$ cat config.mk
export PLATFORM = sky130hd
export DESIGN_NAME = hazard_scoreboard
export DESIGN_NICKNAME = d
export VERILOG_FILES = /design/src/rtl/hazard_scoreboard.sv
export SDC_FILE = /design/constraint.sdc
export NUM_CORES = 1
export LEC_CHECK = 0
export ABC_CLOCK_PERIOD_IN_PS = 4600
export BUFFER_PORTS_ARGS = -buffer_cell sky130_fd_sc_hd__buf_2
export CAP_MARGIN = 5
export CORE_MARGIN = 2
export CORE_UTILIZATION = 55
export CTS_CLUSTER_DIAMETER = 30
export DETAILED_ROUTE_END_ITERATION = 10
export PLACE_DENSITY = 0.84
export RECOVER_POWER = 50
export SLEW_MARGIN = 20
export SYNTH_ARGS = -nofsm -noshare
export SYNTH_HDL_FRONTEND = slang
export SYNTH_SLANG_ARGS = --single-unit
export TNS_END_PERCENT = 50
$ cat constraint.sdc
create_clock -name clk -period 4.6 [get_ports clk]
set_clock_uncertainty 0.05 [all_clocks]
set_input_delay 0.23 -clock clk [delete_from_list [all_inputs] [get_ports clk]]
set_output_delay 0.23 -clock clk [all_outputs]
set_load 0.005 [all_outputs]
$ cat src/rtl/hazard_scoreboard.sv
// -----------------------------------------------------------------------------
// hazard_scoreboard
//
// Purpose:
//   Pipeline hazard unit for a classic 5-stage in-order core with an optional
//   multi-cycle (mul/div) execute stage. Produces the forwarding selects for
//   the E-stage operand muxes, the fetch/decode/execute stall and flush
//   controls, tracks the multi-cycle unit occupancy with a small FSM, and
//   keeps saturating performance counters for decode stalls and decode
//   flushes.
//
// Parameters:
//   AW     - register address width (2^AW architectural registers, r0 = zero)
//   MD_LAT - E-stage occupancy of a multi-cycle op in cycles (legal 3..16)
//   FWD_EN - 1: forwarding mode, 0: stall-only mode
//   CNT_W  - width of the performance counters
//
// Ports:
//   clk, rst                     - clock, synchronous active-high reset
//   rs1D, rs2D, useRs1D, useRs2D - decode-stage sources and "operand read" flags
//   rs1E, rs2E                   - execute-stage sources (forwarding targets)
//   rdE, rdM, rdW                - destination registers in E, M, W
//   regwriteE/M/W                - destination write enables in E, M, W
//   wbselE                       - E-stage writeback select (00 = load)
//   pcselE                       - branch/jump taken in E
//   mdE                          - E-stage instruction is multi-cycle
//   stallF, stallD, stallE       - stage stalls
//   flushD, flushE               - stage flushes (bubble insertion)
//   forwardAE, forwardBE         - 10 = from M, 01 = from W, 00 = register file
//   md_busy, md_done             - multi-cycle unit occupied / completion pulse
//   stall_cnt, flush_cnt         - saturating counts of stallD / flushD cycles
// -----------------------------------------------------------------------------
module hazard_scoreboard #(
  parameter int AW     = 5,
  parameter int MD_LAT = 4,
  parameter int FWD_EN = 1,
  parameter int CNT_W  = 32
) (
  input  logic             clk,
  input  logic             rst,
  input  logic [AW-1:0]    rs1D,
  input  logic [AW-1:0]    rs2D,
  input  logic             useRs1D,
  input  logic             useRs2D,
  input  logic [AW-1:0]    rs1E,
  input  logic [AW-1:0]    rs2E,
  input  logic [AW-1:0]    rdE,
  input  logic [AW-1:0]    rdM,
  input  logic [AW-1:0]    rdW,
  input  logic             regwriteE,
  input  logic             regwriteM,
  input  logic             regwriteW,
  input  logic [1:0]       wbselE,
  input  logic             pcselE,
  input  logic             mdE,
  output logic             stallF,
  output logic             stallD,
  output logic             stallE,
  output logic             flushD,
  output logic             flushE,
  output logic [1:0]       forwardAE,
  output logic [1:0]       forwardBE,
  output logic             md_busy,
  output logic             md_done,
  output logic [CNT_W-1:0] stall_cnt,
  output logic [CNT_W-1:0] flush_cnt
);

  localparam logic [3:0] MD_LOAD = 4'(MD_LAT - 3);

  // ---------------------------------------------------------------------------
  // Forwarding. A destination of r0 never matches, so r0 always reads the
  // register file. M is younger than W and therefore wins.
  // ---------------------------------------------------------------------------
  logic [AW-1:0] fwd_rs [2];
  logic [1:0]    fwd_sel [2];

  assign fwd_rs[0] = rs1E;
  assign fwd_rs[1] = rs2E;

  for (genvar gi = 0; gi < 2; gi++) begin : g_fwd
    always_comb begin
      fwd_sel[gi] = 2'b00;
      if (regwriteM && (rdM != '0) && (rdM == fwd_rs[gi])) begin
        fwd_sel[gi] = 2'b10;
      end else if (regwriteW && (rdW != '0) && (rdW == fwd_rs[gi])) begin
        fwd_sel[gi] = 2'b01;
      end
    end
  end

  // In stall-only mode every producer is waited out in decode, so the muxes
  // stay on the register file. Reset also parks them there.
  assign forwardAE = (FWD_EN != 0 && !rst) ? fwd_sel[0] : 2'b00;
  assign forwardBE = (FWD_EN != 0 && !rst) ? fwd_sel[1] : 2'b00;

  // ---------------------------------------------------------------------------
  // Decode hazard. With forwarding only a load in E is unresolvable (its data
  // is not available until M completes); without forwarding any in-flight
  // writer of a source register blocks decode.
  // ---------------------------------------------------------------------------
  logic [AW-1:0] dec_rs  [2];
  logic          dec_use [2];
  logic          src_haz [2];
  logic          load_e;
  logic          haz_D;

  assign dec_rs[0]  = rs1D;
  assign dec_rs[1]  = rs2D;
  assign dec_use[0] = useRs1D;
  assign dec_use[1] = useRs2D;
  assign load_e     = regwriteE && (wbselE == 2'b00);

  for (genvar gi = 0; gi < 2; gi++) begin : g_haz
    logic hit_e;
    logic hit_e_load;
    logic hit_m;
    logic hit_w;

    assign hit_e      = regwriteE && (rdE != '0) && (rdE == dec_rs[gi]);
    assign hit_e_load = load_e    && (rdE != '0) && (rdE == dec_rs[gi]);
    assign hit_m      = regwriteM && (rdM != '0) && (rdM == dec_rs[gi]);
    assign hit_w      = regwriteW && (rdW != '0) && (rdW == dec_rs[gi]);

    assign src_haz[gi] = dec_use[gi] &&
                         ((FWD_EN != 0) ? hit_e_load : (hit_e || hit_m || hit_w));
  end

  assign haz_D = src_haz[0] || src_haz[1];

  // ---------------------------------------------------------------------------
  // Multi-cycle occupancy FSM. The IDLE cycle that accepts the op counts as
  // the first stalled cycle, BUSY covers MD_LAT-2 cycles (counter MD_LAT-3
  // down to 0 inclusive) and DONE is the final, non-stalled cycle in which
  // the result leaves E, giving MD_LAT cycles in total.
  // ---------------------------------------------------------------------------
  typedef enum logic [1:0] {
    IDLE = 2'b00,
    BUSY = 2'b01,
    DONE = 2'b10
  } md_state_t;

  md_state_t  state_reg;
  logic [3:0] md_cnt_reg;

  always_ff @(posedge clk) begin
    if (rst) begin
      state_reg  <= IDLE;
      md_cnt_reg <= 4'd0;
    end else begin
      case (state_reg)
        IDLE: begin
          if (mdE) begin
            md_cnt_reg <= MD_LOAD;
            state_reg  <= BUSY;
          end
        end
        BUSY: begin
          if (md_cnt_reg == 4'd0) begin
            state_reg <= DONE;
          end else begin
            md_cnt_reg <= md_cnt_reg - 4'd1;
          end
        end
        DONE: begin
          // mdE still shows the completing op here; it must not retrigger.
          state_reg <= IDLE;
        end
        default: begin
          state_reg  <= IDLE;
          md_cnt_reg <= 4'd0;
        end
      endcase
    end
  end

  logic md_stall;

  assign md_stall = ((state_reg == IDLE) && mdE) || (state_reg == BUSY);
  assign md_busy  = (state_reg != IDLE);
  assign md_done  = !rst && (state_reg == DONE);

  // ---------------------------------------------------------------------------
  // Stall / flush priority: reset > multi-cycle stall > taken branch > decode
  // hazard. While E is frozen the branch in E has not resolved yet, so it
  // must not flush; a taken branch kills the hazarding decode instruction,
  // so stalling it would be pointless.
  // ---------------------------------------------------------------------------
  always_comb begin
    stallF = 1'b0;
    stallD = 1'b0;
    stallE = 1'b0;
    flushD = 1'b0;
    flushE = 1'b0;
    if (rst) begin
      flushD = 1'b1;
      flushE = 1'b1;
    end else if (md_stall) begin
      stallF = 1'b1;
      stallD = 1'b1;
      stallE = 1'b1;
    end else if (pcselE) begin
      flushD = 1'b1;
      flushE = 1'b1;
    end else if (haz_D) begin
      stallF = 1'b1;
      stallD = 1'b1;
      flushE = 1'b1;
    end
  end

  // ---------------------------------------------------------------------------
  // Saturating performance counters.
  // ---------------------------------------------------------------------------
  logic [CNT_W-1:0] stall_cnt_reg;
  logic [CNT_W-1:0] flush_cnt_reg;

  always_ff @(posedge clk) begin
    if (rst) begin
      stall_cnt_reg <= '0;
      flush_cnt_reg <= '0;
    end else begin
      if (stallD && (stall_cnt_reg != '1)) begin
        stall_cnt_reg <= stall_cnt_reg + 1'b1;
      end
      if (flushD && (flush_cnt_reg != '1)) begin
        flush_cnt_reg <= flush_cnt_reg + 1'b1;
      end
    end
  end

  assign stall_cnt = stall_cnt_reg;
  assign flush_cnt = flush_cnt_reg;

endmodule

==> results of run 1 <==
layout make-up:
type	count	area share, %
multi-input cells	406	52.42
inverters	13	0.9792
repair buffers	122	11.67
well taps	99	2.486
clock buffers	12	2.912
clock inverters	4	1.406
flip-flops and latches	70	28.12
stage by stage:
| stage | hold WS (ns) | instances |
|---|---|---|
| after floorplan | 0.4131 | 513 |
| after global placement | 0.4255 | 710 |
| final | 0.3341 | 726 |
| after detailed placement | 0.4394 | 710 |
| after global routing | 0.3568 | 726 |
| after CTS | 0.2609 | 726 |
synth_stat cells (3+ instances only):
cell / number
dfxtp_1: 70
nor2_1: 40
a21oi_1: 39
nand3_1: 34
nand2_1: 28
nor4_1: 26
xnor2_1: 25
or4_1: 23
nand4_1: 22
o21ai_0: 22
clkbuf_1: 21
nor2b_1: 19
mux2_2: 18
o31ai_1: 17
or3_1: 17
inv_1: 11
xor2_1: 10
nor3_1: 8
mux2i_1: 6
or2_2: 5
and3_1: 4
ha_1: 4
o211ai_1: 4
o311ai_0: 4
and4_1: 3
nor4b_1: 3
worst max-delay path by stage:
stage                          to  slack (ns)  cells after the start
floorplan           flush_cnt[28]        2.15                      7
global placement     flush_cnt[1]        1.79                      5
detailed placement   flush_cnt[4]        1.69                      5
CTS                  flush_cnt[4]        1.67                      5
global route               stallD        1.44                      6
finish                     stallD        1.67                      6
power groups by stage:
stage / clock network, mW / logic (mW) / registers [mW]
after floorplan: 0 / 0.127 / 0.649
after global placement: 0 / 0.185 / 0.653
after detailed placement: 0 / 0.193 / 0.654
after CTS: 0.547 / 0.193 / 0.640
after global routing: 0.578 / 0.213 / 0.644
final: 0.541 / 0.191 / 0.641
routing by layer:
layer | vias to the layer above | global-route usage [%] | share of wire, %
li1 | 2150 | - | -
met1 | 2013 | 32.61 | 43
met2 | 156 | 45.31 | 50
met3 | 15 | 5.892 | 5.7
met4 | 0 | 9.091 | 1.5
met5 | - | 0 | 0
worst max-delay path, cell delays in order:
cell,delay (ns)
clkbuf_1,0.70
inv_1,0.45
nand2b_1,0.22
o221a_2,0.72
nor2_1,0.14
buf_2,0.17
cell families after synthesis:
group                    Yosys count
buffers and inverters             37
multiplexers                      24
XOR/XNOR                          35
flip-flops                        70
adder cells (fa/ha/maj)            4
AO/OA/AOI/OAI                     99
AND/OR/NAND/NOR                  244
==> flow_summary.yaml, run 1 <==
synth:
  synth_mux_area_share_pct: 6.316
  synthArstFlopShare_pct: 0
  synthFlopType: "dfxtp_1"
  synth_simple_gate_area_share_pct: 33.20
  synthCells: 513
  synth_top_area_cell: "dfxtp_1"
  avgSynthCellArea_um2: 8.110
  synth_top_family_by_area: "simple AND/OR/NAND/NOR gates"
  ys_types: 50
  synth_edf_count: 0
  synth_seq_cells: 70
  synth-xor-area-share_pct: 7.368
  synth_area_mm2: 0.004160
  ys_seq_area_share_pct: 33.68
  synthAdderAreaFrac_pct: 1.203
  netlist.area_leader.share_pct: 33.68
  syn_nets: 563
  synth-compound-area-share_pct: 14.59
  yosys-top-cells-area: "dfxtp_1 34%, xnor2_1 5.3%, mux2_2 4.9%"
  ys_warn_count: 0
setup_path:
  crit_path_end_kind: "primary output"
  r2r_cells: 5
  cp_max_fo: 42
  rr_endpoint: "flush_cnt[26]"
  critPathLaunch: "rst"
  worstPathRequired_ns: 4.32
  r2r-start: "flush_cnt[6]"
  critical_path_class: "primary input to primary output"
  worst_ep_arrival_time_ns: 2.65
  start_kind: "primary input"
  ff2ff_setup_slack_ns: 1.76
cells_and_area:
  final_common_cell: "buf_2"
  finalNetCount: 672
  n_antenna_cell: 0
  stdcell_area_mm2: 0.004984
  multi_input_area_mm2: 0.002613
  layout_common_cells: "93 x buf_2, 70 x dfxtp_1, 40 x nor2_1"
  area_growth_pct: 19.79
  layout-drive-gt1-share_pct: 22.49
  final_util_pct: 68.34
  fillCellCount: 666
  regArea_mm2: 0.001401
power:
  combinationalPowerShare_pct: 13.9
  power_frac_seq_pct: 46.7
  power_frac_clock_pct: 39.4
  swShare_pct: 25.73
  p_sw_mw: 0.3532
  p_int_mw: 1.020
  leakagePower_nw: 1.801
  p_per_area_mw_per_mm2: 275.5
  vdd.ir_drop.worst_v: 0.0001616
  p_total_mw: 1.373
route:
  dr.pass1.iters: 4
  via_per_inst: 5.970
  ant_nets: 0
  drt-initial-drc-count: 225
  drc: 0
  vias: 4334
  wl_per_cell_um: 14.91
  wirelength_um: 10820
placed_design:
  pre_cts_slack_ns: 1.693
  gp_congestion: 0.8783
  hpwlAfterDp_um: 7985
  dpl_cell_area_mm2: 0.004797
  portBuffers: 120
hold_path:
  hp-start: "mdE"
  hold_end: "state_reg[0]"
  min_path_type: "primary input to flop"
  whs_path_depth: 3
timing:
  finalCritPeriodShare_pct: 63.64
  max_slew_margin_pct: 35.55
  clock.fmax_mhz: 341.6
  finalMaxSlewViolations: 0
  worstMarginPinSlew_ns: 0.9668
  finalHoldViolCount: 0
  fin_ws_ns: 1.673
  min_period_ns: 2.927
  rsz0062_at_grt: "no"
  setup_viol: 0
  fin_setup_tns_ns: 0
clocking:
  cts-resized-gates: 0
  root_buffer: "clkbuf_8"
  clkSlewWorstSetupHoldPaths_ns: 0.07
  h-tree-depth: 3
  ctsHoldBuffers: 0
  numClockSinks: 70
  cts_setup_buffers: 0
  cts_tree: "done"
  clk_path_buf_depth: 2
  cts_buffers: 9
  clock_latency_ns: 0.34
floorplanning:
  die_h_um: 90.97
  rows: 31
  ios: 121
  start_util_pct: 57.05
  fp.dieArea_mm2: 0.008276
  core_area_mm2: 0.007292
  die_w_um: 90.97
grt:
  grt.total_usage_pct: 26.40
  grt_max_degree: 64
  grt_first_pass_wirelength_um: 18390
  first_global_vias: 4100
  gr-total-overflow: 0
  antenna_found_initial: 0
outcome:
  outcome: "completed"
job:
  drv_cap: 0
Note: power is estimated with default switching activity, not from simulation.
==> run 2: changes to the inputs <==
--- a/config.mk
+++ b/config.mk
@@ -5,14 +5,14 @@
 export SDC_FILE = /design/constraint.sdc
 export NUM_CORES = 1
 export LEC_CHECK = 0
-export ABC_CLOCK_PERIOD_IN_PS = 4600
+export ABC_CLOCK_PERIOD_IN_PS = 2450
 export BUFFER_PORTS_ARGS = -buffer_cell sky130_fd_sc_hd__buf_2
 export CAP_MARGIN = 5
 export CORE_MARGIN = 2
-export CORE_UTILIZATION = 55
+export CORE_UTILIZATION = 47
 export CTS_CLUSTER_DIAMETER = 30
 export DETAILED_ROUTE_END_ITERATION = 10
-export PLACE_DENSITY = 0.84
+export PLACE_DENSITY = 0.76
 export RECOVER_POWER = 50
 export SLEW_MARGIN = 20
 export SYNTH_ARGS = -nofsm -noshare
==> constraint.sdc (replaced) <==
create_clock -name clk -period 2.45 [get_ports clk]
set_clock_uncertainty 0.05 [all_clocks]
set_input_delay 0.1225 -clock clk [delete_from_list [all_inputs] [get_ports clk]]
set_output_delay 0.1225 -clock clk [all_outputs]
set_load 0.005 [all_outputs]
==> run 2 against run 1 <==
  * Final area increased by 4.2%
  * Sequential power increased by 86%
  * Register-to-register slack worse by 1.7 ns
  * Routed wire length is 3.3% higher
  * Global-route usage decreased by 3.2 points
  * Power up 85%
  * Non-clock buffer count up 25
  * Final cell count grew 4.8%
==> flow_summary.yaml, run 2 (synthesized netlist as in run 1, its figures left out) <==
setup_path:
  critical_path_class: "flop to flop"
  ff2ff_setup_slack_ns: 0.09
  critPathLaunch: "flush_cnt[11]"
  worst_ep_arrival_time_ns: 2.59
  start_kind: "flop"
  cp_max_fo: 7
  crit_path_end_kind: "flop"
  rr_endpoint: "flush_cnt[26]"
  worstPathRequired_ns: 2.68
  endpoint: "flush_cnt[26]"
  r2r_cells: 5
  r2r-start: "flush_cnt[11]"
grt:
  grt_first_pass_wirelength_um: 18750
  first_global_vias: 4200
  antenna_found_initial: 0
  gr-total-overflow: 0
  grt_max_degree: 46
  grt.total_usage_pct: 23.22
power:
  leakagePower_nw: 1.910
  p_total_mw: 2.542
  vdd.ir_drop.worst_v: 0.0002754
  p_per_area_mw_per_mm2: 489.7
clocking:
  h-tree-depth: 3
  clock_latency_ns: 0.34
  clk_path_buf_depth: 2
  cts_buffers: 9
  cts_tree: "done"
  ctsHoldBuffers: 0
  numClockSinks: 70
  root_buffer: "clkbuf_8"
  clkSlewWorstSetupHoldPaths_ns: 0.08
job:
  drv_cap: 0
placed_design:
  hpwlAfterDp_um: 8416
  dpl_cell_area_mm2: 0.004999
  dp.cells: 744
  gp_congestion: 0.8584
  portBuffers: 120
route:
  wirelength_um: 11180
  vias: 4441
  via_per_inst: 5.836
  drc: 0
  drt-initial-drc-count: 149
  ant_nets: 0
  dr.pass1.iters: 4
  wl_per_cell_um: 14.70
cells_and_area:
  final_common_cell: "buf_2"
  finalNetCount: 698
  stdcell_area_mm2: 0.005191
  layout_common_cells: "92 x buf_2, 64 x dfxtp_1, 40 x nor2_1"
  layout-drive-gt1-share_pct: 26.03
  area_growth_pct: 24.78
  n_antenna_cell: 0
  fin_cells: 761
floorplanning:
  ios: 121
  rows: 34
  fp.dieArea_mm2: 0.009620
  die_w_um: 98.08
  core_area_mm2: 0.008636
  die_h_um: 98.08
  start_util_pct: 48.17
timing:
  finalCritPeriodShare_pct: 96.35
  finalHoldViolCount: 0
  fin_setup_tns_ns: 0
  worstMarginPinSlew_ns: 0.5241
  setup_viol: 0
  clock.fmax_mhz: 423.6
  max_slew_margin_pct: 65.06
  finalMaxSlewViolations: 0
  min_period_ns: 2.361
  rsz0062_at_grt: "no"
hold_path:
  min_path_type: "primary input to flop"
  hp-start: "mdE"
outcome:
  outcome: "completed"
-- run 2: what timing repair did --
action	CTS	global route
buffers inserted	0	0
gates resized for setup	0	11
setup endpoints to repair	0	6
-- run 2: stage by stage --
step	setup WS [ns]	hold slack, ns	utilization (%)
2_1_floorplan	0.01577	0.3170	-
3_3_place_gp	0.1307	0.4161	57.88
3_5_place_dp	0.05472	0.4265	57.88
4_1_cts	0.02548	0.2121	60.20
5_1_grt	0.008428	0.2350	60.11
6_report	0.08933	0.2246	60.11
-- run 2: power breakdown --
group / total (mW) / internal, mW / leakage, nW / switching [mW]
Combinational: 0.394 / 0.172 / 1.23 / 0.222
Clock: 0.957 / 0.522 / 0.106 / 0.435
Sequential: 1.19 / 1.16 / 0.569 / 0.0303
-- run 2: routing by layer --
layer  share of wire, %  up-vias  global-route usage, %
met1                 44     2064                  28.94
met4                2.4        0                  10.15
met3                4.8       23                  3.508
met2                 48      143                  39.78
li1                   -     2211                      -
met5                  0        -                      0
-- run 2: area by class of cell --
cell class	count	area, µm²
sequential	70	1416
fill	844	3445
inverter	13	48.80
clock buffer	12	155.1
multi-input combinational	407	2638
timing repair buffer	147	753.2
tap	108	135.1
clock inverter	4	45.04
-- run 2: worst min-delay path by stage --
stage,cells after the start,end
after floorplan,2,flushE
after global placement,1,stall_cnt[5]
after detailed placement,1,stall_cnt[5]
after CTS,3,state_reg[0]
after global routing,3,state_reg[0]
final,3,state_reg[0]
-- run 2: worst max-delay path: stages, from the launching register on --
cell and delay [ns]:
dfxtp_4 0.39, nand4_4 0.12, or4_4 0.57, or4b_4 0.58, or4_1 0.43, a21oi_1 0.15
